**src/rtl/pong_pkg.sv**
```systemverilog
// Types and widths shared by the score keeper, the game FSM and the seven-segment driver.
package pong_pkg;

  localparam int SCORE_W = 4;

  typedef enum logic [1:0] {
    PLAY = 2'd0,
    HOLD = 2'd1,
    OVER = 2'd2
  } state_t;

  typedef enum logic [1:0] {
    WIN_NONE = 2'b00,
    WIN_P1   = 2'b01,
    WIN_P2   = 2'b10
  } winner_t;

endpackage

```
**src/rtl/tone_gen.sv**
```systemverilog
// Buzzer square wave: high on the first enabled cycle, toggles every TONE_HALF cycles, 0 when disabled.
module tone_gen #(
  parameter int TONE_HALF = 25_000
) (
  input  logic clk,
  input  logic rst_n,
  input  logic en,
  output logic tone
);

  localparam int TW = (TONE_HALF > 1) ? $clog2(TONE_HALF) : 1;
  localparam logic [TW-1:0] RELOAD = TW'(TONE_HALF - 1);

  logic          r_en_d;
  logic [TW-1:0] r_cnt;
  logic          r_tone;

  always_ff @(posedge clk or negedge rst_n) begin
    if (!rst_n) begin
      r_en_d <= 1'b0;
      r_cnt  <= '0;
      r_tone <= 1'b0;
    end else begin
      r_en_d <= en;
      if (!en) begin
        r_tone <= 1'b0;
        r_cnt  <= RELOAD;
      end else if (!r_en_d) begin
        // phase restarts on every new sounding window
        r_tone <= 1'b1;
        r_cnt  <= RELOAD;
      end else if (r_cnt == '0) begin
        r_tone <= ~r_tone;
        r_cnt  <= RELOAD;
      end else begin
        r_cnt <= r_cnt - TW'(1);
      end
    end
  end

  assign tone = r_tone;

endmodule

```
**src/rtl/score_keeper.sv**
```systemverilog
// Turns point edges into two BCD scores, a beep window and a game-over/winner indication.
//   state | meaning
//   PLAY  | accepting point events
//   HOLD  | point just scored, beep sounding, events ignored
//   OVER  | winning score reached, scores frozen until new_game
module score_keeper
  import pong_pkg::*;
#(
  parameter int WIN_SCORE   = 9,
  parameter int BEEP_CYCLES = 5_000_000,
  parameter int TONE_HALF   = 25_000
) (
  input  logic               clk,
  input  logic               rst_n,
  input  logic               point_p1,
  input  logic               point_p2,
  input  logic               new_game,
  output logic [SCORE_W-1:0] p1,
  output logic [SCORE_W-1:0] p2,
  output logic               beep,
  output logic               game_over,
  output logic [1:0]         winner
);

  localparam int DW = $clog2(2 * BEEP_CYCLES + 1);
  localparam logic [DW-1:0]      HOLD_LOAD = DW'(BEEP_CYCLES - 1);
  localparam logic [DW-1:0]      OVER_LOAD = DW'(2 * BEEP_CYCLES - 1);
  localparam logic [SCORE_W-1:0] WIN_VAL   = SCORE_W'(WIN_SCORE);

  logic               r_prev_p1, r_prev_p2;
  state_t             r_state, w_state_nxt;
  logic [SCORE_W-1:0] r_p1, r_p2, w_p1_nxt, w_p2_nxt;
  logic [DW-1:0]      r_dur, w_dur_nxt;
  winner_t            r_winner, w_winner_nxt;
  logic               r_game_over, w_go_nxt;
  logic               w_ev_p1, w_ev_p2, w_sound_nxt;
  logic [SCORE_W-1:0] w_p1_inc, w_p2_inc;

  assign w_ev_p1  = point_p1 & ~r_prev_p1;
  assign w_ev_p2  = point_p2 & ~r_prev_p2;
  assign w_p1_inc = r_p1 + SCORE_W'(1);
  assign w_p2_inc = r_p2 + SCORE_W'(1);

  always_ff @(posedge clk or negedge rst_n) begin
    if (!rst_n) begin
      r_prev_p1   <= 1'b1;
      r_prev_p2   <= 1'b1;
      r_state     <= PLAY;
      r_p1        <= '0;
      r_p2        <= '0;
      r_dur       <= '0;
      r_winner    <= WIN_NONE;
      r_game_over <= 1'b0;
    end else begin
      r_prev_p1   <= point_p1;
      r_prev_p2   <= point_p2;
      r_state     <= w_state_nxt;
      r_p1        <= w_p1_nxt;
      r_p2        <= w_p2_nxt;
      r_dur       <= w_dur_nxt;
      r_winner    <= w_winner_nxt;
      r_game_over <= w_go_nxt;
    end
  end

  // w_sound_nxt is the sounding window for the cycle after this edge.
  always_comb begin
    w_state_nxt  = r_state;
    w_p1_nxt     = r_p1;
    w_p2_nxt     = r_p2;
    w_dur_nxt    = r_dur;
    w_winner_nxt = r_winner;
    w_go_nxt     = r_game_over;
    w_sound_nxt  = 1'b0;
    if (new_game) begin
      w_state_nxt  = PLAY;
      w_p1_nxt     = '0;
      w_p2_nxt     = '0;
      w_dur_nxt    = '0;
      w_winner_nxt = WIN_NONE;
      w_go_nxt     = 1'b0;
    end else begin
      case (r_state)
        PLAY: begin
          if (w_ev_p1 && !w_ev_p2) begin
            w_p1_nxt    = w_p1_inc;
            w_sound_nxt = 1'b1;
            if (w_p1_inc == WIN_VAL) begin
              w_state_nxt  = OVER;
              w_go_nxt     = 1'b1;
              w_winner_nxt = WIN_P1;
              w_dur_nxt    = OVER_LOAD;
            end else begin
              w_state_nxt = HOLD;
              w_dur_nxt   = HOLD_LOAD;
            end
          end else if (w_ev_p2 && !w_ev_p1) begin
            w_p2_nxt    = w_p2_inc;
            w_sound_nxt = 1'b1;
            if (w_p2_inc == WIN_VAL) begin
              w_state_nxt  = OVER;
              w_go_nxt     = 1'b1;
              w_winner_nxt = WIN_P2;
              w_dur_nxt    = OVER_LOAD;
            end else begin
              w_state_nxt = HOLD;
              w_dur_nxt   = HOLD_LOAD;
            end
          end
        end
        HOLD: begin
          if (r_dur == '0) begin
            w_state_nxt = PLAY;
          end else begin
            w_dur_nxt   = r_dur - DW'(1);
            w_sound_nxt = 1'b1;
          end
        end
        OVER: begin
          if (r_dur != '0) begin
            w_dur_nxt   = r_dur - DW'(1);
            w_sound_nxt = 1'b1;
          end
        end
        default: w_state_nxt = PLAY;
      endcase
    end
  end

  tone_gen #(
    .TONE_HALF(TONE_HALF)
  ) u_tone (
    .clk  (clk),
    .rst_n(rst_n),
    .en   (w_sound_nxt),
    .tone (beep)
  );

  assign p1        = r_p1;
  assign p2        = r_p2;
  assign game_over = r_game_over;
  assign winner    = r_winner;

endmodule

```
**config.mk**
```make
export PLATFORM = sky130hd
export DESIGN_NAME = score_keeper
export DESIGN_NICKNAME = d
export VERILOG_FILES = /design/src/rtl/pong_pkg.sv /design/src/rtl/tone_gen.sv /design/src/rtl/score_keeper.sv
export SDC_FILE = /design/constraint.sdc
export NUM_CORES = 1
export LEC_CHECK = 0
export CAP_MARGIN = 20
export CORE_ASPECT_RATIO = 1.1
export CORE_MARGIN = 4
export CORE_UTILIZATION = 46
export CTS_CLUSTER_DIAMETER = 150
export CTS_CLUSTER_SIZE = 20
export DETAILED_ROUTE_END_ITERATION = 8
export GPL_ROUTABILITY_DRIVEN = 0
export PLACE_DENSITY = 0.76
export SLEW_MARGIN = 5
export SYNTH_ARGS = -nofsm -noshare
export SYNTH_HDL_FRONTEND = slang
export SYNTH_SLANG_ARGS = --single-unit
```
**constraint.sdc**
```tcl
create_clock -name clk -period 2.6 [get_ports clk]
set_input_delay 0.39 -clock clk [delete_from_list [all_inputs] [get_ports clk]]
set_output_delay 0.39 -clock clk [all_outputs]
set_load 0.01 [all_outputs]
```
==> results by stage, run 1 <==
Logic synthesis:
- The most numerous cell in the Yosys netlist is sky130_fd_sc_hd__dfrtp_1.
- The area share of the largest cell type after synthesis is 0.4110.
- In the synthesized netlist, the cells that appear most often are sky130_fd_sc_hd__dfrtp_1, sky130_fd_sc_hd__nor2_1, sky130_fd_sc_hd__inv_1, sky130_fd_sc_hd__nand2_1, sky130_fd_sc_hd__o21ai_0.
- Summing every instance area after synthesis gives 3288 sq um.
- The count of mapped cells out of synthesis is 350.
- After synthesis, the netlist uses 64 different library cells.
- When the netlist entered floorplanning its net count stood at 367.
- The most common flop cell mapped by yosys is sky130_fd_sc_hd__dfrtp_1.
- In this run, synthesis inferred 0 flip-flops with an integrated enable.
- The post-synthesis area per instance is 9.395 sq um.
- For this run, the register share of the synthesized area comes to 0.4269.
- Yosys attributes the largest share of cell area to sky130_fd_sc_hd__dfrtp_1, sky130_fd_sc_hd__ha_1, sky130_fd_sc_hd__nor2_1.
- The total of warnings raised by yosys is 0.
- In the synthesized netlist the async set-or-reset flop fraction comes to 1.000.
- The cell type with the highest aggregate area in the netlist is sky130_fd_sc_hd__dfrtp_1.
- The number of register bits inferred by synthesis is 56.

Run:
- The tool flagged a number of max-cap violations equal to 0.

Timing:
- The final hold violation count is 0.
- The worst path setup slack after routing is 0.1298 ns.
- Based on the critical path, the design can be clocked at up to 404.8 MHz.
- The ratio of final minimum period to clock period is 0.9501.
- At the pin with the least slew margin, the transition time is 0.9258 ns.
- The number of max-slew violations in the final report was 0.
- The final worst hold slack is 0.2034 ns.
- In this run the tightest slew margin relative to its limit is 0.3828.
- Setup violations remaining at the end of the flow were counted as 0.
- The worst clock skew is 0.006807 ns.
- The final critical delay including setup and external delays is 2.470 ns.

CTS:
- TritonCTS built the clock tree.
- The clock net in this run drives a total of 56 sinks.
- At the later pin of the worst-skew pair, clock insertion delay measures 0.32 ns.
- The number of hold buffers added after CTS is 0.
- The cell chosen for the clock root is sky130_fd_sc_hd__clkbuf_8.
- In this run the deepest clock path goes through 2 buffers.
- The depth of the CTS H-tree is 2.
- The number of clock buffers added by TritonCTS is 5.
- After clock tree synthesis, the clock-pin slew on the worst setup and hold paths is 0.10 ns.

Final layout:
- The growth of design area from synthesis to finish is 15.18%.
- The final design area excluding fillers is 3787 sq um.
- The number of antenna diodes in the final layout is 0.
- The filler cells instantiated in the layout total 635.
- The post-layout utilization of the core is 0.5436.
- The post-layout net count is 403.
- In the final layout, the share of cells above drive strength 1 is 0.1447.

Global route:
- Entering global routing, the biggest net connects 43 pins.
- Across every metal layer, demand over resource in global routing totals 0.1843.
- The initial antenna violation count came to 0.
- The met2 track demand over resource is 0.2988.
- The via count of the first global-routing pass is 2730.
- met2 is the most crowded layer.
- The first global-routing pass estimated 12850 um of wire.
- Global routing finished with a remaining overflow of 0.
- For this run, global-route usage on met1 was measured as 0.2486.
- The met3 usage is 0.03407.

Placed design:
- The total half-perimeter wirelength after legalization and detailed placement is 5478 um.
- The pre-CTS setup slack is -0.04144 ns.
- In this run the tool buffered the top-level ports with 16 buffer cells.
- Once placement finished, the instance area stood at 3674 sq um.

Worst setup path:
- STA classifies the critical path startpoint as a flip-flop.
- The count of buffer and inverter cells on the critical path is 1.
- On the worst path, the slowest cell contributes a delay of 0.63 ns.
- The category of the worst setup path capture point is a flip-flop.
- The biggest fanout along the worst timing path is 8.
- The critical path required time is 2.80 ns.
- For the worst flop-to-flop path, the logic depth is 6.
- Traced cell by cell, the critical path runs through or4_1 > buf_4 > nor2_4 > nand2_1 > or3_1 > a311o_1.
- The total stage count of the critical path is 6.
- The category of the most critical setup path is flip-flop to flip-flop.
- The family with the most delay on the worst path is simple AND/OR/NAND/NOR gates.
- The data arrival time at the worst-slack endpoint is 2.67 ns.
- The slowest stage of the critical path is the sky130_fd_sc_hd__or4_1 cell.

Pwr:
- The worst-case IR drop observed on VDD is 0.4150 mV.
- Power spread over the standard cell area amounts to 875.9 nW/um^2.
- For this design the static power due to leakage is 1.594 nW.

Route:
- In this run the remaining antenna-violating nets after routing total 0.
- For this run, design rule violations remaining after detail routing come to 0.
- The via count of the routed design is 2854.
- The number of DRC markers after the initial detailed-route iteration is 201.
- In the routed layout, each cell is associated on average with a via count of 6.047.
- The total routed wirelength is 7616 um.
- For this run, the detailed router's first-pass iteration total came to 5.
- In the final routed layout, each cell accounts on average for 16.14 um.

Min path:
- The kind of path behind the tightest hold check is input port to async pin.

Die:
- The floorplan step defined a die boundary enclosing 8566 sq um.
- The chip width is 88.61 um.
- In this run the core area contains 32 standard-cell rows.
- The die is 96.68 um tall.
- The boundary pin count is 17.
- The initial core utilization is 0.4720.
- After floorplanning, the core was sized to cover 6967 sq um.

Status:
- The flow ran to the end, and the final reports show no timing, DRC or antenna violations.
[routing by layer]
metal  vias up  share of wire
met2        89           0.48
met4         0          0.018
met1      1378           0.45
met5         -              0
met3        17          0.055
li1       1370              -
[worst reg2reg max path, cell delays in order, from the launching register on]
cell and delay (ns):
sky130_fd_sc_hd__dfrtp_1 0.45, sky130_fd_sc_hd__or4_1 0.63, sky130_fd_sc_hd__buf_4 0.21, sky130_fd_sc_hd__nor2_4 0.21, sky130_fd_sc_hd__nand2_1 0.16, sky130_fd_sc_hd__or3_1 0.34
sky130_fd_sc_hd__a311o_1 0.35
[final timing paths]
path | start | endpoint | slack, ns
worst max-delay path | r_dur[10]$_DFFE_PN0P_ | r_dur[22]$_DFFE_PN0P_ | 0.13
worst min-delay path | rst_n | p1[1]$_DFFE_PN0P_ | 0.20
worst max register to register | r_dur[10]$_DFFE_PN0P_ | r_dur[22]$_DFFE_PN0P_ | 0.13
worst min register to register | u_tone.r_cnt[0]$_DFF_PN0_ | u_tone.r_cnt[0]$_DFF_PN0_ | 0.52
max in group asynchronous | rst_n | r_dur[22]$_DFFE_PN0P_ | 1.70
min in group clk | point_p2 | r_prev_p2$_DFF_PN1_ | 0.50
[state kept, by name (all words and copies together), names as in the netlist]
register,flops
r_dur,24
u_tone.r_cnt,15
p1,4
p2,4
r_state,2
winner,2
game_over,1
r_prev_p1,1
r_prev_p2,1
u_tone.r_en_d,1
u_tone.tone,1
[timing repair]
action / in CTS / in global routing
resized for setup: 0 / 2
buffers inserted: 0 / 1
endpoints found under the setup margin: 0 / 11
[per-stage QoR]
step,std cells,power [W],setup TNS [ns]
after floorplan,350,0.002288,0
after global placement,463,0.002733,0
after detailed placement,463,0.002783,-0.07005
after CTS,471,0.003285,0
after global routing,472,0.003540,-0.006609
final,472,0.003317,0
[power breakdown]
part | internal (W) | switching, W | total [W] | leakage [nW]
Clock | 0.000192 | 0.000304 | 0.000495 | 0.0404
Combinational | 0.000682 | 0.000978 | 0.00166 | 0.838
Sequential | 0.00101 | 0.000153 | 0.00116 | 0.716
[cell usage in the layout, fill, tap and decap left out, types with 4 or more instances in the layout]
| master | instances |
|---|---|
| sky130_fd_sc_hd__nor2_1 | 27 |
| sky130_fd_sc_hd__nand3_1 | 18 |
| sky130_fd_sc_hd__o22ai_1 | 4 |
| sky130_fd_sc_hd__nand2b_1 | 5 |
| sky130_fd_sc_hd__o41ai_1 | 5 |
| sky130_fd_sc_hd__a21oi_1 | 13 |
| sky130_fd_sc_hd__clkdlybuf4s50_1 | 15 |
| sky130_fd_sc_hd__clkbuf_8 | 5 |
| sky130_fd_sc_hd__nand2_1 | 22 |
| sky130_fd_sc_hd__xor2_1 | 9 |
| sky130_fd_sc_hd__buf_4 | 26 |
| sky130_fd_sc_hd__dfrtp_1 | 54 |
| sky130_fd_sc_hd__nor3_1 | 16 |
| sky130_fd_sc_hd__a31oi_1 | 7 |
| sky130_fd_sc_hd__ha_1 | 12 |
| sky130_fd_sc_hd__nor4_1 | 5 |
| sky130_fd_sc_hd__o21ai_0 | 19 |
| sky130_fd_sc_hd__nand3b_1 | 4 |
| sky130_fd_sc_hd__or3_1 | 8 |
| sky130_fd_sc_hd__inv_1 | 22 |
| sky130_fd_sc_hd__xnor2_1 | 11 |
| sky130_fd_sc_hd__o31ai_1 | 6 |
[cell families (layout without fill, tap and decap cells)]
logic type      count (synthesis)  in the layout  synth area share
simple gates                  128            128            0.2116
flops                          56             56            0.4269
xor+xnor                       20             20           0.05327
mux                             4              4           0.01294
compound gates                 95             95            0.2051
buf+inv                        35             72           0.04452
fa+ha+maj                      12             12           0.04566
[area by class of cell]
| type | count | area, sq um | area share |
|---|---|---|---|
| Timing Repair Buffer | 42 | 350.3 | 0.09250 |
| Clock buffer | 5 | 68.82 | 0.01817 |
| Tap cell | 85 | 106.4 | 0.02808 |
| Sequential cell | 56 | 1404 | 0.3707 |
| Multi-Input combinational cell | 259 | 1752 | 0.4625 |
| Clock inverter | 3 | 23.77 | 0.006277 |
| Inverter | 22 | 82.58 | 0.02180 |
(Power assumes the default switching activity.)
==> inputs of run 2 (changes only) <==
--- a/config.mk
+++ b/config.mk
@@ -10,11 +10,11 @@
 export CORE_MARGIN = 4
 export CORE_UTILIZATION = 46
 export CTS_CLUSTER_DIAMETER = 150
-export CTS_CLUSTER_SIZE = 20
+export CTS_CLUSTER_SIZE = 12
 export DETAILED_ROUTE_END_ITERATION = 8
 export GPL_ROUTABILITY_DRIVEN = 0
 export PLACE_DENSITY = 0.76
-export SLEW_MARGIN = 5
+export SLEW_MARGIN = 20
 export SYNTH_ARGS = -nofsm -noshare
 export SYNTH_HDL_FRONTEND = slang
 export SYNTH_SLANG_ARGS = --single-unit
==> results of run 2 <==
Final layout, timing and power as in run 1 (identical DEF).
